`src/rtl/hilo_divide_unit.sv`:
```
// HI/LO register owner and handshake front end for the iterative divider.
// Accepts DIV/DIVU from EX, issues a one-cycle request, and commits quotient/remainder to LO/HI.
module hilo_divide_unit #(
  parameter int unsigned DATA_WIDTH = 32
) (
  input  logic                  clock,
  input  logic                  reset,
  input  logic                  ex_div_valid,
  input  logic                  ex_div_signed,
  input  logic [DATA_WIDTH-1:0] ex_dividend,
  input  logic [DATA_WIDTH-1:0] ex_divisor,
  output logic                  ex_div_ready,
  input  logic                  ex_mthi_valid,
  input  logic                  ex_mtlo_valid,
  input  logic [DATA_WIDTH-1:0] ex_mt_data,
  input  logic                  flush,
  output logic [DATA_WIDTH-1:0] hi_value,
  output logic [DATA_WIDTH-1:0] lo_value,
  output logic                  hilo_busy,
  output logic                  div_done,
  output logic                  divider_request_valid,
  output logic                  divider_is_signed,
  output logic [DATA_WIDTH-1:0] divider_input1,
  output logic [DATA_WIDTH-1:0] divider_input2,
  input  logic                  divider_result_valid,
  input  logic [DATA_WIDTH-1:0] divider_result,
  input  logic [DATA_WIDTH-1:0] divider_remain
);

  typedef enum logic [1:0] {StIdle, StIssue, StWait, StDrain} state_e;

  state_e                state_q, state_d;
  logic [DATA_WIDTH-1:0] op_a_q, op_a_d;
  logic [DATA_WIDTH-1:0] op_b_q, op_b_d;
  logic                  op_signed_q, op_signed_d;
  logic [DATA_WIDTH-1:0] hi_q, hi_d;
  logic [DATA_WIDTH-1:0] lo_q, lo_d;
  logic                  done_q, done_d;

  always_ff @(posedge clock or posedge reset) begin
    if (reset) begin
      state_q     <= StIdle;
      op_a_q      <= '0;
      op_b_q      <= '0;
      op_signed_q <= 1'b0;
      hi_q        <= '0;
      lo_q        <= '0;
      done_q      <= 1'b0;
    end else begin
      state_q     <= state_d;
      op_a_q      <= op_a_d;
      op_b_q      <= op_b_d;
      op_signed_q <= op_signed_d;
      hi_q        <= hi_d;
      lo_q        <= lo_d;
      done_q      <= done_d;
    end
  end

  always_comb begin
    state_d     = state_q;
    op_a_d      = op_a_q;
    op_b_d      = op_b_q;
    op_signed_d = op_signed_q;
    hi_d        = hi_q;
    lo_d        = lo_q;
    done_d      = 1'b0;
    unique case (state_q)
      StIdle: begin
        // An MT and a divide in the same cycle both proceed; the divide overwrites later.
        if (!flush) begin
          if (ex_mthi_valid) hi_d = ex_mt_data;
          if (ex_mtlo_valid) lo_d = ex_mt_data;
          if (ex_div_valid) begin
            op_a_d      = ex_dividend;
            op_b_d      = ex_divisor;
            op_signed_d = ex_div_signed;
            state_d     = StIssue;
          end
        end
      end
      StIssue: begin
        // The request has already gone out, so a flush must still wait out the divider.
        state_d = flush ? StDrain : StWait;
      end
      StWait: begin
        if (divider_result_valid) begin
          hi_d    = divider_remain;
          lo_d    = divider_result;
          done_d  = 1'b1;
          state_d = StIdle;
        end else if (flush) begin
          state_d = StDrain;
        end
      end
      StDrain: begin
        if (divider_result_valid) state_d = StIdle;
      end
      default: state_d = StIdle;
    endcase
  end

  assign ex_div_ready          = (state_q == StIdle);
  assign hilo_busy             = (state_q != StIdle);
  assign divider_request_valid = (state_q == StIssue);
  assign divider_is_signed     = op_signed_q;
  assign divider_input1        = op_a_q;
  assign divider_input2        = op_b_q;
  assign hi_value              = hi_q;
  assign lo_value              = lo_q;
  assign div_done              = done_q;

endmodule
```
`config.mk`:
```
export PLATFORM = sky130hd
export DESIGN_NAME = hilo_divide_unit
export DESIGN_NICKNAME = d
export VERILOG_FILES = /design/src/rtl/hilo_divide_unit.sv
export SDC_FILE = /design/constraint.sdc
export NUM_CORES = 1
export LEC_CHECK = 0
export CORE_UTILIZATION = 44
export DETAILED_ROUTE_END_ITERATION = 8
export GPL_ROUTABILITY_DRIVEN = 0
export GPL_TIMING_DRIVEN = 0
export PLACE_DENSITY = 0.86
export SYNTH_ARGS = -nofsm -noshare
export SYNTH_HDL_FRONTEND = slang
export SYNTH_SLANG_ARGS = --single-unit
```
`constraint.sdc`:
```
create_clock -name clock -period 13.4 [get_ports clock]
set_input_delay 2.68 -clock clock [delete_from_list [all_inputs] [get_ports clock]]
set_output_delay 2.68 -clock clock [all_outputs]
set_load 0.1 [all_outputs]
```
==> results of run 1 <==
cells in the final DEF, fill, tap and decap left out:
cell type	synthesis	routed
clkdlybuf4s50_1	0	300
dfrtp_1	132	132
mux2_4	118	118
mux2_2	75	75
clkbuf_16	0	17
buf_6	13	13
buf_2	4	4
buf_4	4	4
clkinvlp_4	0	4
clkbuf_1	0	4
clkinv_2	0	4
nor2b_1	3	3
or3b_1	2	2
a21oi_4	2	2
inv_1	3	2
nor2_1	2	2
clkbuf_8	0	2
nor4b_2	1	1
nand2_1	1	1
a21o_1	1	1
a221o_1	1	1
inv_6	0	1
a21oi_1	1	1
bufinv_16	0	1
buf_16	0	1
per-layer routing:
layer / vias to the layer above / GRT usage
met5: - / 0
met4: 0 / 0.0764
met3: 16 / 0.0550
met2: 183 / 0.386
met1: 2025 / 0.234
li1: 1950 / -
metrics by stage:
stage | worst slack, ns | instance area [um^2] | hold WS, ns | cells | utilization
after floorplan | 7.19 | 6240 | 0.573 | 363 | -
after global placement | 5.57 | 9470 | 0.488 | 843 | 0.682
after detailed placement | 8.75 | 9510 | 0.492 | 844 | 0.685
after CTS | 8.32 | 10100 | 0.507 | 876 | 0.724
after global routing | 8.29 | 10100 | 0.517 | 876 | 0.724
final | 8.34 | 10100 | 0.505 | 876 | 0.724
cells by family (layout without fill, tap and decap cells):
group,Yosys count,after routing
multiplexers,193,193
flip-flops,132,132
buffers and inverters,24,357
AND/OR/NAND/NOR,9,9
AO/OA/AOI/OAI,5,5
critical path, stage by stage, from the launching register on:
cell and delay [ns]:
dfrtp_1 0.51, nor2_1 0.27, clkdlybuf4s50_1 1.20
state kept, by name (all words and copies together) (netlist names):
| register | flops |
|---|---|
| divider_input1 | 32 |
| divider_input2 | 32 |
| hi_value | 32 |
| lo_value | 32 |
| state_q | 2 |
| div_done | 1 |
| divider_is_signed | 1 |
worst max-delay path by stage:
stage	cells past startpoint	startpoint	to
final	2	state_q[0]$_DFFE_PP0P_	ex_div_ready
after global routing	2	state_q[0]$_DFFE_PP0P_	ex_div_ready
after CTS	2	state_q[0]$_DFFE_PP0P_	ex_div_ready
after detailed placement	2	state_q[0]$_DFFE_PP0P_	ex_div_ready
after global placement	2	reset	lo_value[25]$_DFFE_PP0P_
after floorplan	1	reset	div_done$_DFF_PP0_
cell type report:
class / instances / area (um^2)
clock buffer: 23 / 468
tap: 180 / 225
buffer: 21 / 196
multi-input combinational: 207 / 2730
clock inverter: 9 / 80.1
fill: 911 / 3830
timing repair buffer: 301 / 3030
inverter: 3 / 16.3
sequential: 132 / 3300
==> results.json, run 1 <==
{
  "synth_cells": 363,
  "setup.worst_path.start_class": "register",
  "insertion_delay_ns": 0.40,
  "clock.fmax_mhz": 198,
  "ctsLongestPathBuffers": 2,
  "finalSetupViolCount": 0,
  "synth_common_cells": "dfrtp_1, mux2_4, mux2_2",
  "finalMaxSlewViolations": 0,
  "io_buffer_count": 300,
  "row_count": 43,
  "dp_hpwl_um": 12000,
  "met1_length_um": 6130,
  "grt_pass1_vias": 4437,
  "yosysTopAreaCell": "dfrtp_1",
  "yosysMostFrequentCell": "dfrtp_1",
  "worstMarginPinSlew_ns": 1.04,
  "die_area_um2": 14700,
  "cp_max_fo": 8,
  "start_util": 0.450,
  "first_pass_iters": 6,
  "r2r_end": "divider_input1[26]$_DFFE_PP0P_",
  "ys_seq_area_frac": 0.529,
  "hold_path_class": "reg -> reg",
  "async_flop_share": 1.00,
  "grt_max_degree": 103,
  "drtIter0Drc": 125,
  "wl_per_cell_um": 17.9,
  "syn_area_um2": 6240,
  "cts-root-buf": "clkbuf_16",
  "path_clk_slew_ns": 0.05,
  "grt_use_total": 0.211,
  "overflow": 0,
  "synthesis.nets": 531,
  "reg2reg_from": "state_q[0]$_DFFE_PP0P_",
  "rsz0062_at_grt": "no",
  "min_to": "hi_value[13]$_DFFE_PP0P_",
  "synthAdderAreaFrac": 0,
  "synthXorXnorAreaFrac": 0,
  "syn2layout_area_growth_pct": 61.0,
  "antenna_cells": 0,
  "synth_top_family_by_area": "multiplexers",
  "hold_path_depth": 1,
  "synth-compound-area-share": 0.00882,
  "coreArea_um2": 13900,
  "via_count": 4174,
  "fp.dieH_um": 121,
  "htree_levels": 4,
  "synth.top_cell.area_share": 0.529,
  "post_cts_buffers": 0,
  "required_ns": 10.72,
  "hold_viol": 0,
  "die_w_um": 121,
  "fin_worst_skew_ns": 0.00682,
  "cts_resized": 0,
  "ctsHoldBuffers": 0,
  "finalCritPeriodShare": 0.377,
  "wl_um": 15700,
  "antenna_found_initial": 0,
  "finalSetupTns_ns": 0,
  "synth_seq_cells": 132,
  "final.min_clock_period_ns": 5.06,
  "drive_above_1_share": 0.355,
  "routed-wl-met2_um": 8270,
  "min_from": "hi_value[13]$_DFFE_PP0P_",
  "grt_pass1_wl_um": 23200,
  "regToRegSetupSlack_ns": 11.40,
  "synth_edf_count": 0,
  "post_synth.cell_area_avg_um2": 17.2,
  "relSlewSlack": 0.305,
  "ys_top_cells_by_area": "dfrtp_1, mux2_4, mux2_2",
  "cts_tree": "yes",
  "cts_inserted_buffers": 17,
  "yosys_warnings": 0,
  "synthFlopType": "dfrtp_1",
  "wl_met3_um": 1060,
  "drt.antenna.violating_nets": 0,
  "clock_sinks": 132,
  "ioPinCount": 301,
  "crit_arrival_ns": 2.38,
  "r2r_cells": 4,
  "ys_types": 16,
  "synthMuxAreaShare": 0.419,
  "dr.max_layer_used": "met4",
  "end_kind": "output port",
  "yosys.area_share.simple": 0.0100,
  "cap_violations": 0,
  "layout.nets": 851,
  "vias_per_cell": 4.76,
  "drc": 0,
  "worst-setup-path-type": "reg -> out",
  "status": "finished clean"
}
Power of run 1 is not shown: default switching activity piles up to over one toggle a cycle in this logic, so the estimate is an artifact.
==> inputs of run 2 (changes only) <==
--- a/config.mk
+++ b/config.mk
@@ -5,11 +5,11 @@
 export SDC_FILE = /design/constraint.sdc
 export NUM_CORES = 1
 export LEC_CHECK = 0
-export CORE_UTILIZATION = 44
+export CORE_UTILIZATION = 37
 export DETAILED_ROUTE_END_ITERATION = 8
 export GPL_ROUTABILITY_DRIVEN = 0
 export GPL_TIMING_DRIVEN = 0
-export PLACE_DENSITY = 0.86
+export PLACE_DENSITY = 0.77
 export SYNTH_ARGS = -nofsm -noshare
 export SYNTH_HDL_FRONTEND = slang
 export SYNTH_SLANG_ARGS = --single-unit
==> constraint.sdc (replaced) <==
create_clock -name clock -period 4.42 [get_ports clock]
set_input_delay 0.884 -clock clock [delete_from_list [all_inputs] [get_ports clock]]
set_output_delay 0.884 -clock clock [all_outputs]
set_load 0.1 [all_outputs]
==> run 2 against run 1 <==
  * Non-clock buffer count stayed put
  * Sequential cell count did not move
  * Global-route usage down 1.7 points
  * Clock skew grew 0.00061 ns
  * Via count increased by 1.7%
  * Count of clock-buffer cells in the layout fell by 2
  * First-iteration DRC count grew 25%
  * Sequential share of layout area shrank 0.17 points
  * Critical path depth did not move
  * Cell count is 3.9% higher
  * Highest routed layer unchanged
==> results.json, run 2 (synthesis gave the netlist of run 1 again) <==
{
  "status": "finished clean",
  "clock_sinks": 132,
  "cap_violations": 0,
  "finalSetupTns_ns": 0,
  "worst-setup-path-type": "reg -> out",
  "setup.worst_path.start_class": "register",
  "holdWs_ns": 0.504,
  "design_area_um2": 10100,
  "fp.dieH_um": 132,
  "rsz0062_at_grt": "no",
  "multiInputGateArea_um2": 2730,
  "post_cts_buffers": 0,
  "antenna_found_initial": 0,
  "die_w_um": 132,
  "hold_viol": 0,
  "grt_pass1_wl_um": 25700,
  "grt_max_degree": 78,
  "drtIter0Drc": 156,
  "dp_cells": 884,
  "worstMarginPinSlew_ns": 1.05,
  "finalMaxSlewViolations": 0,
  "first_pass_iters": 4,
  "clock.fmax_mhz": 307,
  "final_common_cell": "clkdlybuf4s50_1",
  "layout.area.seq_um2": 3300,
  "place_area_um2": 9560,
  "drt.antenna.violating_nets": 0,
  "cts_inserted_buffers": 17,
  "final.min_clock_period_ns": 3.26,
  "wl_um": 16300,
  "io_buffer_count": 300,
  "slowest_stage": "clkdlybuf4s50_1",
  "grt_pass1_vias": 4697,
  "dp_hpwl_um": 12600,
  "crit_arrival_ns": 2.38,
  "grt_use_total": 0.194,
  "antenna_cells": 0,
  "layout.nets": 851,
  "critPathTopFamily": "buffers and inverters",
  "cts_tree": "yes",
  "end_kind": "output port",
  "coreArea_um2": 16500,
  "drive_above_1_share": 0.354,
  "cp_num_buf_inv": 1,
  "wl_per_cell_um": 17.9,
  "ctsHoldBuffers": 0,
  "cpPeakStageDelay_ns": 1.19,
  "via_count": 4244,
  "path_clk_slew_ns": 0.05,
  "hold_path_class": "reg -> reg",
  "drc": 0,
  "htree_levels": 4,
  "instances_no_fill": 910,
  "cp_max_fo": 8,
  "cts-root-buf": "clkbuf_16",
  "start_util": 0.378,
  "fin_worst_skew_ns": 0.00743,
  "fill_cells": 1240,
  "finalCritPeriodShare": 0.738,
  "die_area_um2": 17400,
  "cp_cell_sequence": "nor2_1 > clkdlybuf4s50_1",
  "insertion_delay_ns": 0.41,
  "row_count": 47,
  "required_ns": 3.54,
  "overflow": 0,
  "syn2layout_area_growth_pct": 61.8,
  "finalSetupViolCount": 0,
  "cts_resized": 0,
  "most-common-layout-cells": "clkdlybuf4s50_1, dfrtp_1, mux2_4, mux2_2, clkbuf_16",
  "ioPinCount": 301,
  "ctsLongestPathBuffers": 2,
  "vias_per_cell": 4.66,
  "relSlewSlack": 0.296
}
[run 2: final cells by class]
class | count | area share
clock buffers | 21 | 0.0466
well taps | 220 | 0.0272
plain buffers | 21 | 0.0194
flip-flops and latches | 132 | 0.327
repair buffers | 301 | 0.300
clock inverters | 5 | 0.00792
multi-input cells | 207 | 0.271
inverters | 3 | 0.00161
[run 2: worst register-to-register path, stage by stage (launching register included)]
cell     delay [ns]
dfrtp_1        0.36
buf_2          0.17
or3b_1         0.43
a21oi_4        0.30
buf_6          0.24
mux2_2         0.36
[run 2: per-stage QoR]
step                      worst slack, ns   util
final                                1.16  0.612
after global routing                 1.08  0.612
after floorplan                   0.00995      -
after CTS                            1.13  0.612
after detailed placement             1.57  0.578
after global placement              -1.68  0.576
[run 2: path summary, 6_finish.rpt]
kind | startpoint | end | slack (ns) | cells after the start
min in group asynchronous | reset | hi_value[14]$_DFFE_PP0P_ | 0.89 | 2
setup reg to reg | state_q[1]$_DFFE_PP0P_ | lo_value[27]$_DFFE_PP0P_ | 2.46 | 5
setup / recovery | state_q[0]$_DFFE_PP0P_ | ex_div_ready | 1.16 | 2
hold / removal | divider_input2[28]$_DFFE_PP0P_ | divider_input2[28]$_DFFE_PP0P_ | 0.50 | 1
max in group asynchronous | reset | hi_value[23]$_DFFE_PP0P_ | 2.79 | 3
hold reg to reg | divider_input2[28]$_DFFE_PP0P_ | divider_input2[28]$_DFFE_PP0P_ | 0.50 | 1
[run 2: metal layers]
| layer | global-route usage | vias up | part of all wire |
|---|---|---|---|
| li1 | - | 1936 | - |
| met1 | 0.213 | 2083 | 0.39 |
| met2 | 0.342 | 187 | 0.52 |
| met3 | 0.0523 | 38 | 0.057 |
| met4 | 0.100 | 0 | 0.034 |
| met5 | 0 | - | 0 |
Power of run 2 is left out for the same reason.
==> inputs of run 3 (changes only) <==
==> constraint.sdc (replaced) <==
create_clock -name clock -period 3 [get_ports clock]
set_input_delay 0.6 -clock clock [delete_from_list [all_inputs] [get_ports clock]]
set_output_delay 0.6 -clock clock [all_outputs]
set_load 0.1 [all_outputs]
==> run 3 against run 2 <==
  * Setup slack got worse by 1.1 ns
  * Utilization rose by 0.77 points
  * Global-route usage rose by 0.53 points
  * Die area did not move
  * Cell count rose by 0.88%
==> results.json, run 3 (synthesis gave the netlist of run 1 again) <==
{
  "row_count": 47,
  "grt_pass1_wl_um": 26500,
  "overflow": 0,
  "drc": 0,
  "htree_levels": 4,
  "status": "finished clean",
  "finalMaxSlewViolations": 0,
  "finalSetupViolCount": 0,
  "clock.fmax_mhz": 341,
  "antenna_found_initial": 0,
  "finalCritPeriodShare": 0.978,
  "start_util": 0.378,
  "ioPinCount": 301,
  "fin_worst_skew_ns": 0.00566,
  "antenna_cells": 0,
  "cts_resized": 0,
  "grt_max_degree": 44,
  "hold_viol": 0,
  "via_count": 4240,
  "ctsLongestPathBuffers": 2,
  "cts-root-buf": "clkbuf_16",
  "hold_path_class": "reg -> reg",
  "crit_arrival_ns": 2.33,
  "grt_pass1_vias": 4770,
  "cp_max_fo": 8,
  "cts_inserted_buffers": 17,
  "drtIter0Drc": 91,
  "layout.nets": 853,
  "coreArea_um2": 16500,
  "clock_sinks": 132,
  "insertion_delay_ns": 0.41,
  "ctsHoldBuffers": 0,
  "final_common_cell": "clkdlybuf4s50_1",
  "post_cts_buffers": 0,
  "first_pass_iters": 4,
  "drt.antenna.violating_nets": 0,
  "worstMarginPinSlew_ns": 1.04,
  "wl_um": 16600,
  "io_buffer_count": 300,
  "required_ns": 2.40,
  "die_w_um": 132,
  "most-common-layout-cells": "clkdlybuf4s50_1, dfrtp_1, mux2_4, mux2_2, clkbuf_16",
  "syn2layout_area_growth_pct": 63.9,
  "dp_cells": 886,
  "grt_use_total": 0.199,
  "fill_cells": 1218,
  "end_kind": "output port",
  "cts_tree": "yes",
  "relSlewSlack": 0.303,
  "worst-setup-path-type": "reg -> out",
  "path_clk_slew_ns": 0.05,
  "instances_no_fill": 918,
  "final.min_clock_period_ns": 2.93,
  "cap_violations": 0,
  "dp_hpwl_um": 12600,
  "rsz0062_at_grt": "no",
  "wl_per_cell_um": 18.1,
  "die_area_um2": 17400,
  "finalSetupTns_ns": 0,
  "vias_per_cell": 4.62,
  "fp.dieH_um": 132,
  "drive_above_1_share": 0.362,
  "setup.worst_path.start_class": "register"
}
==> run 3: changes by cell type in the layout (fill, tap and decap cells not counted), sizes merged <==
cell and delta:
buf +2, bufinv +2, clkinv +2, clkinvlp +2
==> run 3: worst paths after layout <==
kind                                               start                              to  slack [ns]  depth (start not counted)
min reg2reg                divider_input2[7]$_DFFE_PP0P_   divider_input2[7]$_DFFE_PP0P_        0.50                          1
max in group asynchronous                          reset   divider_input2[3]$_DFFE_PP0P_        1.87                          3
min in group asynchronous                          reset        hi_value[10]$_DFFE_PP0P_        0.56                          2
min                        divider_input2[7]$_DFFE_PP0P_   divider_input2[7]$_DFFE_PP0P_        0.50                          1
max reg2reg                       state_q[0]$_DFFE_PP0P_  divider_input2[12]$_DFFE_PP0P_        1.03                          4
max                               state_q[0]$_DFFE_PP0P_           divider_request_valid        0.07                          2
==> run 3: layer usage <==
layer | track usage | share of wire | wire (um) | vias up
li1 | - | - | - | 1945
met1 | 0.219 | 0.39 | 6450 | 2070
met2 | 0.358 | 0.52 | 8650 | 192
met3 | 0.0600 | 0.068 | 1130 | 33
met4 | 0.0769 | 0.023 | 390 | 0
met5 | 0 | 0 | 0 | -
==> run 3: worst max-delay path: stages, from the launching register on <==
cell and delay (ns):
dfrtp_1 0.58, nor2b_1 0.19, clkdlybuf4s50_1 1.15
==> run 3: cell type report <==
cell class,instances,area [um^2],share of cell area
clock inverter,11,174,0.0170
multi-input combinational,207,2740,0.267
sequential,132,3300,0.323
timing repair buffer,303,3060,0.299
inverter,3,15.0,0.00147
buffer,21,196,0.0192
tap,220,275,0.0269
clock buffer,21,470,0.0460
==> run 3: through the flow <==
stage               cell area, um^2  utilization  setup WS, ns  hold WS (ns)
finish                        10200        0.619        0.0670         0.500
floorplan                      6250            -         0.313         0.582
global placement               9530        0.577        -0.350         0.487
CTS                           10200        0.619        0.0266         0.507
detailed placement             9590        0.580         0.415         0.491
global route                  10200        0.619       0.00462         0.521
Power of run 3 is left out for the same reason.
